--- src/rtl/cpu_interrupt_sequencer_if.sv ---
// rtl/cpu_interrupt_sequencer_if.sv - bus owned by the interrupt sequencer while it runs
interface cpu_interrupt_sequencer_if #(
    parameter int ADDR_W = 16,
    parameter int DATA_W = 8
);
    logic              o_rw;
    logic [ADDR_W-1:0] o_address;
    logic [DATA_W-1:0] o_data;
    logic              o_busy;
    logic [DATA_W-1:0] i_data;

    modport master (
        output o_rw,
        output o_address,
        output o_data,
        output o_busy,
        input  i_data
    );

    modport slave (
        input  o_rw,
        input  o_address,
        input  o_data,
        input  o_busy,
        output i_data
    );
endinterface

--- src/rtl/cpu_interrupt_sequencer.sv ---
// rtl/cpu_interrupt_sequencer.sv - 7-cycle RESET/NMI/IRQ sequencer for the 6502 core
module cpu_interrupt_sequencer #(
    parameter int                       ADDR_W       = 16,
    parameter int                       DATA_W       = 8,
    parameter logic [ADDR_W-1:0]        VECTOR_NMI   = 'hFFFA,
    parameter logic [ADDR_W-1:0]        VECTOR_RESET = 'hFFFC,
    parameter logic [ADDR_W-1:0]        VECTOR_IRQ   = 'hFFFE,
    parameter logic [ADDR_W-DATA_W-1:0] STACK_PAGE   = 'h01
) (
    input  logic                  i_clk,
    input  logic                  i_reset_n,
    input  logic                  i_nmi_n,
    input  logic                  i_irq_n,
    input  logic                  i_i_flag,
    input  logic                  i_start,
    input  logic [ADDR_W-1:0]     i_pc,
    input  logic [DATA_W-1:0]     i_status,
    input  logic [DATA_W-1:0]     i_sp,
    cpu_interrupt_sequencer_if.master bus,
    output logic [ADDR_W-1:0]     o_pc,
    output logic                  o_pc_valid,
    output logic [DATA_W-1:0]     o_sp,
    output logic                  o_set_i,
    output logic [7:0]            o_debug_state
);

    // RST0 doubles as the first dummy read of the reset sequence, so it
    // must encode as zero for the debug port to read 0 during reset.
    typedef enum logic [3:0] {
        ST_RST0 = 4'd0,
        ST_IDLE = 4'd1,
        ST_D0   = 4'd2,
        ST_D1   = 4'd3,
        ST_S0   = 4'd4,
        ST_S1   = 4'd5,
        ST_S2   = 4'd6,
        ST_VL   = 4'd7,
        ST_VH   = 4'd8,
        ST_DONE = 4'd9
    } state_t;

    typedef enum logic [1:0] {
        SEQ_RESET = 2'd0,
        SEQ_NMI   = 2'd1,
        SEQ_IRQ   = 2'd2
    } seq_t;

    state_t            state_q;
    seq_t              seq_q;
    logic [ADDR_W-1:0] pc_q;
    logic [DATA_W-1:0] status_q;
    logic [DATA_W-1:0] sp_q;
    logic [ADDR_W-1:0] vec_q;
    logic [DATA_W-1:0] lo_q;

    logic              nmi_sync1_q;
    logic              nmi_sync2_q;
    logic              nmi_latch_q;

    logic              nmi_fall;
    logic              nmi_pending;
    logic              take_nmi_vec;
    logic              nmi_clr;
    logic              irq_req;
    logic [DATA_W-1:0] sp_dec;
    logic [ADDR_W-1:0] stack_addr_cur;
    logic [ADDR_W-1:0] stack_addr_dec;
    logic [DATA_W-1:0] push_status;
    logic [ADDR_W-1:0] vec_sel;

    // NMI edge is taken off the synchroniser pair; an edge arriving on the
    // very cycle it is consumed counts as pending so it is not lost or doubled.
    always_comb begin
        nmi_fall     = nmi_sync2_q & ~nmi_sync1_q;
        nmi_pending  = nmi_latch_q | nmi_fall;
        irq_req      = ~i_irq_n & ~i_i_flag;
        take_nmi_vec = (seq_q == SEQ_NMI) | ((seq_q == SEQ_IRQ) & nmi_pending);
        nmi_clr      = (state_q == ST_S2) & take_nmi_vec;
    end

    // Stack addressing, pushed status image and vector choice for the VL entry.
    always_comb begin
        sp_dec         = sp_q - DATA_W'(1);
        stack_addr_cur = {STACK_PAGE, sp_q};
        stack_addr_dec = {STACK_PAGE, sp_dec};
        push_status    = status_q;
        push_status[4] = 1'b0;
        push_status[5] = 1'b1;
        if (seq_q == SEQ_RESET) begin
            vec_sel = VECTOR_RESET;
        end else if (take_nmi_vec) begin
            vec_sel = VECTOR_NMI;
        end else begin
            vec_sel = VECTOR_IRQ;
        end
    end

    // NMI synchroniser and latch; consuming the latch wins over a new edge.
    always_ff @(negedge i_clk or negedge i_reset_n) begin
        if (!i_reset_n) begin
            nmi_sync1_q <= 1'b1;
            nmi_sync2_q <= 1'b1;
            nmi_latch_q <= 1'b0;
        end else begin
            nmi_sync1_q <= i_nmi_n;
            nmi_sync2_q <= nmi_sync1_q;
            if (nmi_clr) begin
                nmi_latch_q <= 1'b0;
            end else if (nmi_fall) begin
                nmi_latch_q <= 1'b1;
            end
        end
    end

    // Sequencer FSM; bus outputs are loaded with the values of the state being entered.
    always_ff @(negedge i_clk or negedge i_reset_n) begin
        if (!i_reset_n) begin
            state_q       <= ST_RST0;
            seq_q         <= SEQ_RESET;
            pc_q          <= '0;
            status_q      <= '0;
            sp_q          <= '0;
            vec_q         <= '0;
            lo_q          <= '0;
            bus.o_busy    <= 1'b1;
            bus.o_rw      <= 1'b1;
            bus.o_address <= '0;
            bus.o_data    <= '0;
            o_pc          <= '0;
            o_pc_valid    <= 1'b0;
            o_set_i       <= 1'b0;
            o_sp          <= '0;
        end else begin
            o_pc_valid <= 1'b0;
            o_set_i    <= 1'b0;
            case (state_q)
                ST_IDLE: begin
                    if (i_start && (nmi_pending || irq_req)) begin
                        seq_q         <= nmi_pending ? SEQ_NMI : SEQ_IRQ;
                        pc_q          <= i_pc;
                        status_q      <= i_status;
                        sp_q          <= i_sp;
                        state_q       <= ST_D0;
                        bus.o_busy    <= 1'b1;
                        bus.o_rw      <= 1'b1;
                        bus.o_address <= i_pc;
                        bus.o_data    <= '0;
                    end
                end
                ST_RST0, ST_D0: begin
                    state_q       <= ST_D1;
                    bus.o_rw      <= 1'b1;
                    bus.o_address <= pc_q;
                end
                ST_D1: begin
                    state_q       <= ST_S0;
                    bus.o_address <= stack_addr_cur;
                    if (seq_q == SEQ_RESET) begin
                        bus.o_rw   <= 1'b1;
                        bus.o_data <= '0;
                    end else begin
                        bus.o_rw   <= 1'b0;
                        bus.o_data <= DATA_W'(pc_q >> 8);
                    end
                end
                ST_S0: begin
                    state_q       <= ST_S1;
                    sp_q          <= sp_dec;
                    bus.o_address <= stack_addr_dec;
                    bus.o_data    <= (seq_q == SEQ_RESET) ? '0 : DATA_W'(pc_q[7:0]);
                end
                ST_S1: begin
                    state_q       <= ST_S2;
                    sp_q          <= sp_dec;
                    bus.o_address <= stack_addr_dec;
                    bus.o_data    <= (seq_q == SEQ_RESET) ? '0 : push_status;
                end
                ST_S2: begin
                    state_q       <= ST_VL;
                    sp_q          <= sp_dec;
                    vec_q         <= vec_sel;
                    bus.o_rw      <= 1'b1;
                    bus.o_address <= vec_sel;
                    bus.o_data    <= '0;
                end
                ST_VL: begin
                    state_q       <= ST_VH;
                    lo_q          <= bus.i_data;
                    bus.o_address <= vec_q + ADDR_W'(1);
                end
                ST_VH: begin
                    state_q    <= ST_DONE;
                    o_pc       <= ADDR_W'({bus.i_data, lo_q});
                    o_sp       <= sp_q;
                    o_pc_valid <= 1'b1;
                    o_set_i    <= 1'b1;
                end
                ST_DONE: begin
                    state_q       <= ST_IDLE;
                    bus.o_busy    <= 1'b0;
                    bus.o_rw      <= 1'b1;
                    bus.o_address <= '0;
                    bus.o_data    <= '0;
                end
                default: begin
                    state_q    <= ST_IDLE;
                    bus.o_busy <= 1'b0;
                    bus.o_rw   <= 1'b1;
                end
            endcase
        end
    end

    assign o_debug_state = {4'd0, state_q};

endmodule

--- src/flat_wrapper.sv ---
// flat-port wrapper written by rule: the top's interface ports become plain ports
module cpu_interrupt_sequencer_flat 
#(
    parameter int                       ADDR_W       = 16,
    parameter int                       DATA_W       = 8,
    parameter logic [ADDR_W-1:0]        VECTOR_NMI   = 'hFFFA,
    parameter logic [ADDR_W-1:0]        VECTOR_RESET = 'hFFFC,
    parameter logic [ADDR_W-1:0]        VECTOR_IRQ   = 'hFFFE,
    parameter logic [ADDR_W-DATA_W-1:0] STACK_PAGE   = 'h01
)
  (i_clk, i_reset_n, i_nmi_n, i_irq_n, i_i_flag, i_start, i_pc, i_status, i_sp, o_pc, o_pc_valid, o_sp, o_set_i, o_debug_state, bus_o_rw, bus_o_address, bus_o_data, bus_o_busy, bus_i_data);
  cpu_interrupt_sequencer_if #(.ADDR_W(ADDR_W), .DATA_W(DATA_W)) bus_i ();
  input  logic i_clk;
  input  logic i_reset_n;
  input  logic i_nmi_n;
  input  logic i_irq_n;
  input  logic i_i_flag;
  input  logic i_start;
  input  logic [ADDR_W-1:0] i_pc;
  input  logic [DATA_W-1:0] i_status;
  input  logic [DATA_W-1:0] i_sp;
  output logic [ADDR_W-1:0] o_pc;
  output logic o_pc_valid;
  output logic [DATA_W-1:0] o_sp;
  output logic o_set_i;
  output logic [7:0] o_debug_state;
  output wire logic [$bits(bus_i.o_rw)-1:0] bus_o_rw;
  output wire logic [$bits(bus_i.o_address)-1:0] bus_o_address;
  output wire logic [$bits(bus_i.o_data)-1:0] bus_o_data;
  output wire logic [$bits(bus_i.o_busy)-1:0] bus_o_busy;
  input wire logic [$bits(bus_i.i_data)-1:0] bus_i_data;
  assign bus_o_rw = bus_i.o_rw;
  assign bus_o_address = bus_i.o_address;
  assign bus_o_data = bus_i.o_data;
  assign bus_o_busy = bus_i.o_busy;
  assign bus_i.i_data = bus_i_data;
  cpu_interrupt_sequencer #(.ADDR_W(ADDR_W), .DATA_W(DATA_W), .VECTOR_NMI(VECTOR_NMI), .VECTOR_RESET(VECTOR_RESET), .VECTOR_IRQ(VECTOR_IRQ), .STACK_PAGE(STACK_PAGE)) u_core (.i_clk(i_clk), .i_reset_n(i_reset_n), .i_nmi_n(i_nmi_n), .i_irq_n(i_irq_n), .i_i_flag(i_i_flag), .i_start(i_start), .i_pc(i_pc), .i_status(i_status), .i_sp(i_sp), .bus(bus_i), .o_pc(o_pc), .o_pc_valid(o_pc_valid), .o_sp(o_sp), .o_set_i(o_set_i), .o_debug_state(o_debug_state));
endmodule
--- config.mk ---
export PLATFORM = sky130hd
export DESIGN_NAME = cpu_interrupt_sequencer_flat
export DESIGN_NICKNAME = d
export VERILOG_FILES = /design/src/rtl/cpu_interrupt_sequencer_if.sv /design/src/rtl/cpu_interrupt_sequencer.sv /design/src/flat_wrapper.sv
export SDC_FILE = /design/constraint.sdc
export NUM_CORES = 1
export LEC_CHECK = 0
export ABC_CLOCK_PERIOD_IN_PS = 2900
export BUFFER_PORTS_ARGS = -buffer_cell sky130_fd_sc_hd__clkbuf_2
export CORE_MARGIN = 1
export CORE_UTILIZATION = 54
export DETAILED_ROUTE_END_ITERATION = 8
export GPL_ROUTABILITY_DRIVEN = 0
export PLACE_DENSITY = 0.9
export SYNTH_ARGS = -nofsm -noshare
export SYNTH_HDL_FRONTEND = slang
export SYNTH_SLANG_ARGS = --single-unit
--- constraint.sdc ---
create_clock -name i_clk -period 2.9 [get_ports i_clk]
set_clock_uncertainty 0.2 [all_clocks]
set_input_delay 0.58 -clock i_clk [delete_from_list [all_inputs] [get_ports i_clk]]
set_output_delay 0.58 -clock i_clk [all_outputs]
set_load 0.01 [all_outputs]
=== Word level (Yosys, flattened, before mapping) ===
Cells that the tools add are included.

* Shift-type cells: 0
* Multiplexer cells: 21
* Equal/unequal tests: 12
* Multipliers: 0
* Magnitude comparators: 0
* $add $sub $neg: 2
* Div/mod/pow operators: 0
* Bitwise logic cells: 11
* Reduce and logical (&&, ||, !) cells: 20

{| class="wikitable"
|+ Operators with widths
! kind !! number
|-
| 16-bit one-hot mux with 7 select lines || 1
|-
| 8-bit 2-to-1 mux || 5
|-
| 8-bit one-hot mux with 5 select lines || 1
|-
| 16-bit 2-to-1 mux || 2
|-
| 4-bit one-hot mux with 8 select lines || 1
|-
| 16-bit by 1-bit adder with 16-bit output, second input constant || 1
|-
| 4-bit by 3-bit == test with 1-bit output, second input constant || 4
|-
| 8-bit one-hot mux with 2 select lines || 1
|-
| 2-bit AND reduction || 6
|-
| 4-bit by 2-bit == test with 1-bit output, second input constant || 2
|-
| 4-bit == test, second input constant || 2
|-
| 8-bit OR reduction || 1
|-
| 8-bit by 1-bit subtractor with 8-bit output, second input constant || 1
|-
| 7-bit nonzero test || 1
|-
| 2-bit OR reduction || 3
|-
| 1-bit 2-to-1 mux || 5
|-
| 1-bit NOT || 5
|-
| 5-bit nonzero test || 1
|-
| 1-bit bitwise AND || 4
|-
| 4-bit by 1-bit == test with 1-bit output, second input constant || 1
|-
| 4-bit logical NOT || 1
|-
| 4-bit 2-to-1 mux || 1
|-
| 2-bit nonzero test || 2
|-
| 4-bit OR reduction || 1
|-
| other kinds (12) || 13
|}

* Memory bits (read-only): 0
* Flip-flop bits (word level): 116
* Bits in writable memories: 0
* Logic and storage cells: 83
* Input port bits: 46
* Memories: 0
* Output and inout port bits: 60
* Latch bits: 0

=== Longest topological paths before layout ===
Gate-level depths: netlist of run 1.

* Word-level depth: 8
* Gate-level depth with buffers: 8
* Mapped depth without buffers: 7

==> results.ini, run 1 <==
[run_status]
status = finished, violations left
violations = DRC, setup timing

[synth]
ys_warn_count = 0
yosysUniqueCellTypes = 59
synth-edff-count = 0
syn-cell-area_um2 = 4710
syn_inst = 468
synth_area_leaders = dfrtn_1, nand2_1, mux2_1
yosysTopAreaCell = dfrtn_1
yosysSeqAreaShare_pct = 53.8
yosys_most_used_dff = dfrtn_1
avgSynthCellArea_um2 = 10.1
yosysMostFrequentCell = nand2_1
netlist_top_cells_count = nand2_1, dfrtn_1, mux2_1
ys_ff_latch = 101
synth_top_area_share_pct = 51.6
async_flop_share_pct = 100

[detailed_routing]
antenna_left = 0
drc = 1
routed-via-count = 4965
drtIter0Drc = 795
firstDrtPassIters = 9
wirelength_um = 19200
vias_per_cell = 6.72
wl_per_cell_um = 26.0

[cts]
holdBufCountCts = 0
numCtsBuffers = 9
cts_buffer_depth = 2
cts_tree = yes
clk_latency_ns = 0.42
clock_sinks = 101
htreeDepth = 3
clkTransAtPathRegs_ns = 0.04
root_buffer = clkbuf_8

[finish]
layout-drive-gt1-share_pct = 50.7
fillCellCount = 361
fin_util_pct = 84.2
nets = 675
syn2layout_area_growth_pct = 49.2
fin_cells = 739

[sta]
maxSlewViolCount = 0
worst_slew_pin_slew_ns = 1.07
fin_ws_ns = -0.396
holdWs_ns = 0.183
setup_viol = 115
rsz0062_at_grt = yes
finalHoldViolCount = 0
setup_tns_ns = -28.88
slew_headroom_pct = 29.0

[pwr]
leakagePower_nw = 3.38
ir_drop_mv = 0.808
power_density_nw_per_um2 = 1310

[hold_path]
hold_depth = 0
worstHoldStart = u_core.nmi_sync1_q
worstHoldPathType = reg -> reg
hold_end = u_core.nmi_sync2_q

[global_route]
grt_pass1_vias = 4758
overflow = 0
grt_max_degree = 29
track_usage_pct = 35.8
grt_pass1_wl_um = 24000
antenna_found_initial = 1

[worst_setup_path]
cp_num_cells = 1
path_cells = buf_6
critical_path.top_delay_family = flip-flops
crit_type = reg -> out
crit_arrival_ns = 2.52
cp.buffers_inverters = 1
reg2reg_from = u_core.state_q[0]
cpMaxStageDelayCell = dfstp_2
worst_setup_path_end_kind = output pin
crit_required_ns = 2.12
rrSetupSlack_ns = -0.12
cp-start-kind = flop
r2r_end = u_core.pc_q[3]
cp_slowest_stage_delay_ns = 0.55
reg2reg_depth = 7
worstPathMaxFanout = 2

[placed_design]
place_inst = 667
dp_slack_ns = -0.553
port_buffers = 99
hpwl_um = 8410

[floorplanning]
rows = 33
dieArea_um2 = 9090
die_h_um = 95.4
io_pins = 106
chipWidth_um = 95.4
core_um2 = 8340
initial_core_util_pct = 56.4

[job]
cap_violations = 0

[through the flow]
| stage | power, W | area (um^2) |
|---|---|---|
| final | 0.00920 | 7020 |
| after global routing | 0.00957 | 7020 |
| after global placement | 0.00554 | 5470 |
| after floorplan | 0.00466 | 4790 |
| after CTS | 0.00758 | 6410 |
| after detailed placement | 0.00572 | 5470 |
[layer usage]
metal	global-route usage, %	part of all wire [%]	wire length, um	up-vias
met2	57.6	46	8820	476
met3	9.57	12	2300	179
met4	26.4	9.1	1750	2
li1	-	-	-	1942
met1	40.9	33	6260	2366
met5	0	0.27	51	-
[power breakdown]
part           switching [W]  total (W)  internal, W  leakage [nW]
Clock               0.000591   0.000931     0.000340         0.119
Sequential          0.000628    0.00272      0.00210          1.23
Combinational        0.00313    0.00554      0.00241          2.03
Total                0.00435    0.00920      0.00485          3.38
[layout by cell type, fill, tap and decap left out, types with 3 or more instances in the layout]
cell type  instances
nand2_1           48
buf_4             45
o22ai_4            4
buf_2             40
o21ai_0            4
nor2_1            26
buf_12             8
xnor2_1            4
dfstp_2            4
buf_16             5
nor3_2             3
o211ai_1           3
a21oi_1           17
nor2b_1            7
o22ai_1            3
clkbuf_2          43
inv_1             11
a211oi_1           4
nand3_1            4
mux2_1            32
o21ai_4            3
inv_2              3
a222oi_1           7
nor3_1             5
o31ai_4            8
o21ai_1            4
nand2_4           38
o32ai_1            3
a21oi_2            4
nor2_2             3
buf_6             29
nand2_2           38
conb_1             4
dfrtn_1           97
o31ai_2            4
nand2b_1           7
clkbuf_8           9
[worst max path at each step]
stage                                  from                  endpoint  slack [ns]
after floorplan                    i_i_flag  u_core.bus.o_address[13]       -0.31
after global placement             i_i_flag  u_core.bus.o_address[14]       -0.49
after detailed placement           i_i_flag   u_core.bus.o_address[9]       -0.55
after CTS                 u_core.bus.o_busy                bus_o_busy       -0.41
after global routing      u_core.bus.o_busy                bus_o_busy       -0.43
final                     u_core.bus.o_busy                bus_o_busy       -0.40
[cells by family (layout without fill, tap and decap cells)]
logic type	count (synthesis)	after routing	share of synthesized area, %
fa+ha+maj	1	1	0.266
flops	101	101	53.8
buf+inv	40	202	4.20
mux	33	33	7.87
simple gates	196	196	19.2
xor+xnor	6	6	1.28
compound gates	90	90	13.3
other cells	1	5	0.0797
[area by class of cell]
class | instances | area, um^2 | share of cell area (%)
inverter | 10 | 37.5 | 0.534
multi-input combinational | 330 | 2700 | 38.4
clock inverter | 11 | 77.6 | 1.10
timing repair buffer | 172 | 1420 | 20.2
clock buffer | 9 | 124 | 1.76
sequential | 101 | 2530 | 36.1
tap | 105 | 131 | 1.87
antenna | 1 | 2.50 | 0.0356
[sequential cells by signal, summed over array words and instances (netlist names)]
| signal | flops |
|---|---|
| u_core.nmi_sync1_q | 1 |
| u_core.status_q | 6 |
| u_core.nmi_sync2_q | 1 |
| u_core.bus.o_busy | 1 |
| u_core.o_pc | 16 |
| u_core.state_q | 4 |
| u_core.bus.o_data | 8 |
| u_core.sp_q | 8 |
| u_core.seq_q | 2 |
| u_core.bus.o_address | 16 |
| u_core.lo_q | 8 |
| u_core.vec_q | 3 |
| u_core.pc_q | 16 |
| u_core.nmi_latch_q | 1 |
| u_core.o_pc_valid | 1 |
| u_core.bus.o_rw | 1 |
| u_core.o_sp | 8 |
[timing repair]
action	in CTS	in global routing
hold endpoints to repair	0	0
gates resized for setup	99	161
endpoints found under the setup margin	113	116
pin swaps	41	47
gates cloned	7	0
buffers inserted	28	18
(Power assumes the default switching activity.)
==> inputs of run 2 (changes only) <==
- ABC_CLOCK_PERIOD_IN_PS: 2900 -> 3530
- PLACE_DENSITY: 0.9 -> 0.8
- clock period: 2.9 -> 3.53 ns (I/O delays scaled with it)
==> run 2 against run 1 <==
  * The flow finishes with violations (setup timing)
  * Final area is 11% lower
  * Combinational power is 41% lower
  * Worst hold slack worse by 0.024 ns
  * First-iteration DRC count is 38% lower
  * Register-to-register slack better by 0.89 ns
  * Routed wire length is 32% lower
  * Via count is 13% lower
  * Core utilization is 9.0 points lower
  * Sequential power is 22% lower
  * Sequential cell count stayed put
  * Total power is 33% lower
  * Count of clock-buffer cells in the layout stayed put
==> results.ini, run 2 (synthesized netlist as in run 1, its figures left out) <==
[floorplanning]
io_pins = 106  ; unchanged
dieArea_um2 = 9090  ; unchanged
initial_core_util_pct = 56.4  ; unchanged
core_um2 = 8340  ; unchanged
die_h_um = 95.4  ; unchanged
rows = 33  ; unchanged
chipWidth_um = 95.4  ; unchanged

[worst_setup_path]
crit_arrival_ns = 2.80  ; was 2.52 ns
cp.buffers_inverters = 1  ; unchanged
rrSetupSlack_ns = 0.77  ; was -0.12 ns
cp_slowest_stage_delay_ns = 0.54  ; was 0.55 ns
worstPathMaxFanout = 2  ; unchanged
cp-start-kind = flop  ; unchanged
reg2reg_from = u_core.state_q[2]  ; was u_core.state_q[0]
crit_start = u_core.bus.o_busy  ; unchanged
path_cells = buf_6  ; unchanged
r2r_end = u_core.sp_q[3]  ; was u_core.pc_q[3]
cpMaxStageDelayCell = dfstp_2  ; unchanged
cp_num_cells = 1  ; unchanged
cp-endpoint = bus_o_busy  ; unchanged
crit_type = reg -> out  ; unchanged
reg2reg_depth = 8  ; was 7
worst_setup_path_end_kind = output pin  ; unchanged
critical_path.top_delay_family = flip-flops  ; unchanged
crit_required_ns = 2.62  ; was 2.12 ns

[pwr]
ir_drop_mv = 0.568  ; was 0.808 mV
leakagePower_nw = 3.02  ; was 3.38 nW
power_density_nw_per_um2 = 985  ; was 1310 nW/um^2

[cts]
numCtsBuffers = 9  ; unchanged
cts_buffer_depth = 2  ; unchanged
cts_tree = yes  ; unchanged
clk_latency_ns = 0.40  ; was 0.42 ns
clock_sinks = 101  ; unchanged
clkTransAtPathRegs_ns = 0.04  ; about the same
htreeDepth = 3  ; unchanged
root_buffer = clkbuf_8  ; unchanged
holdBufCountCts = 0  ; unchanged

[finish]
layout_commonest_cell = dfrtn_1  ; unchanged
reg.largest.list = u_core.bus.o_address (16), u_core.o_pc (16), u_core.pc_q (16)  ; unchanged
num_antenna_cells = 0  ; was 1
design_area_um2 = 6270  ; was 7020 um^2
layout-drive-gt1-share_pct = 38.8  ; was 50.7%
syn2layout_area_growth_pct = 33.2  ; was 49.2%
layout_common_cells = dfrtn_1, nand2_1, clkbuf_2  ; was dfrtn_1, nand2_1, buf_4
nets = 654  ; was 675

[global_route]
grt_pass1_wl_um = 19500  ; was 24000 um
grt_max_degree = 49  ; was 29
grt_pass1_vias = 3976  ; was 4758
overflow = 0  ; unchanged
antenna_found_initial = 0  ; was 1
track_usage_pct = 28.5  ; was 35.8%

[hold_path]
worstHoldPathType = reg -> reg  ; unchanged

[detailed_routing]
antenna_left = 0  ; unchanged
drc = 0  ; was 1
firstDrtPassIters = 7  ; was 9
vias_per_cell = 6.03  ; was 6.72
wirelength_um = 13100  ; was 19200 um
wl_per_cell_um = 18.3  ; was 26.0 um
routed-via-count = 4318  ; was 4965
drtIter0Drc = 491  ; was 795

[job]
cap_violations = 0  ; unchanged

[sta]
rsz0062_at_grt = yes  ; unchanged
setup_tns_ns = -6.31  ; was -28.88 ns
finalHoldViolCount = 0  ; unchanged
setup_viol = 111  ; was 115
holdWs_ns = 0.158  ; was 0.183 ns
slew_headroom_pct = 43.0  ; was 29.0%
worst_slew_pin_slew_ns = 0.848  ; was 1.07 ns
fin_ws_ns = -0.177  ; was -0.396 ns
maxSlewViolCount = 0  ; unchanged

[placed_design]
hpwl_um = 8020  ; was 8410 um
placed_area_um2 = 5430  ; was 5470 um^2
port_buffers = 99  ; unchanged

[run_status]
status = finished, violations left  ; unchanged
violations = setup timing  ; was DRC, setup timing

## run 2: cell types whose count changed in the layout (fill, tap and decap cells not counted), sizes merged
cell,before,now
buf,128,105
clkbuf,53,55
inv,18,16
bufinv,0,1
clkinv,3,2
clkinvlp,0,1
diode,1,0
## run 2: cell type report
type | count | area, um^2
clock buffer | 9 | 124
clock inverter | 10 | 85.1
fill | 536 | 2070
inverter | 10 | 37.5
multi-input combinational | 330 | 2230
sequential | 101 | 2530
tap | 105 | 131
timing repair buffer | 151 | 1120
## run 2: report_power, final
| group | leakage, nW | switching, W | internal, W |
|---|---|---|---|
| combinational | 1.68 | 0.00180 | 0.00148 |
| clock | 0.118 | 0.000429 | 0.000336 |
| sequential | 1.23 | 0.000402 | 0.00172 |
| total | 3.02 | 0.00263 | 0.00354 |
## run 2: through the flow
stage,util [%],std cells,setup slack [ns],power [W]
floorplan,-,471,-0.116,0.00383
global placement,65.2,667,-0.340,0.00456
global route,75.2,716,-0.223,0.00653
finish,75.2,716,-0.177,0.00617
detailed placement,65.2,667,-0.384,0.00469
CTS,70.4,704,-0.204,0.00566
## run 2: how the worst min path moves through the flow
stage                     cells past startpoint                 end                from  slack, ns
after global placement                        0  u_core.nmi_sync2_q  u_core.nmi_sync1_q       0.16
after floorplan                               0  u_core.nmi_sync2_q  u_core.nmi_sync1_q       0.15
final                                         0  u_core.nmi_sync2_q  u_core.nmi_sync1_q       0.16
after detailed placement                      0  u_core.nmi_sync2_q  u_core.nmi_sync1_q       0.16
after CTS                                     0  u_core.nmi_sync2_q  u_core.nmi_sync1_q       0.16
after global routing                          0  u_core.nmi_sync2_q  u_core.nmi_sync1_q       0.15
## run 2: layer usage
layer	wire length (um)	vias up	global-route usage, %	share of wire [%]
li1	-	1901	-	-
met1	5150	2108	35.6	39
met2	6530	263	47.3	50
met3	1010	46	6.54	7.7
met4	398	0	12.9	3.0
met5	0	-	0	0
## run 2: timing repair
item,4_1_cts,5_1_grt
resized for setup,2,124
pin swaps,2,34
setup endpoints to repair,59,95
setup buffers,16,10
cloned,3,2
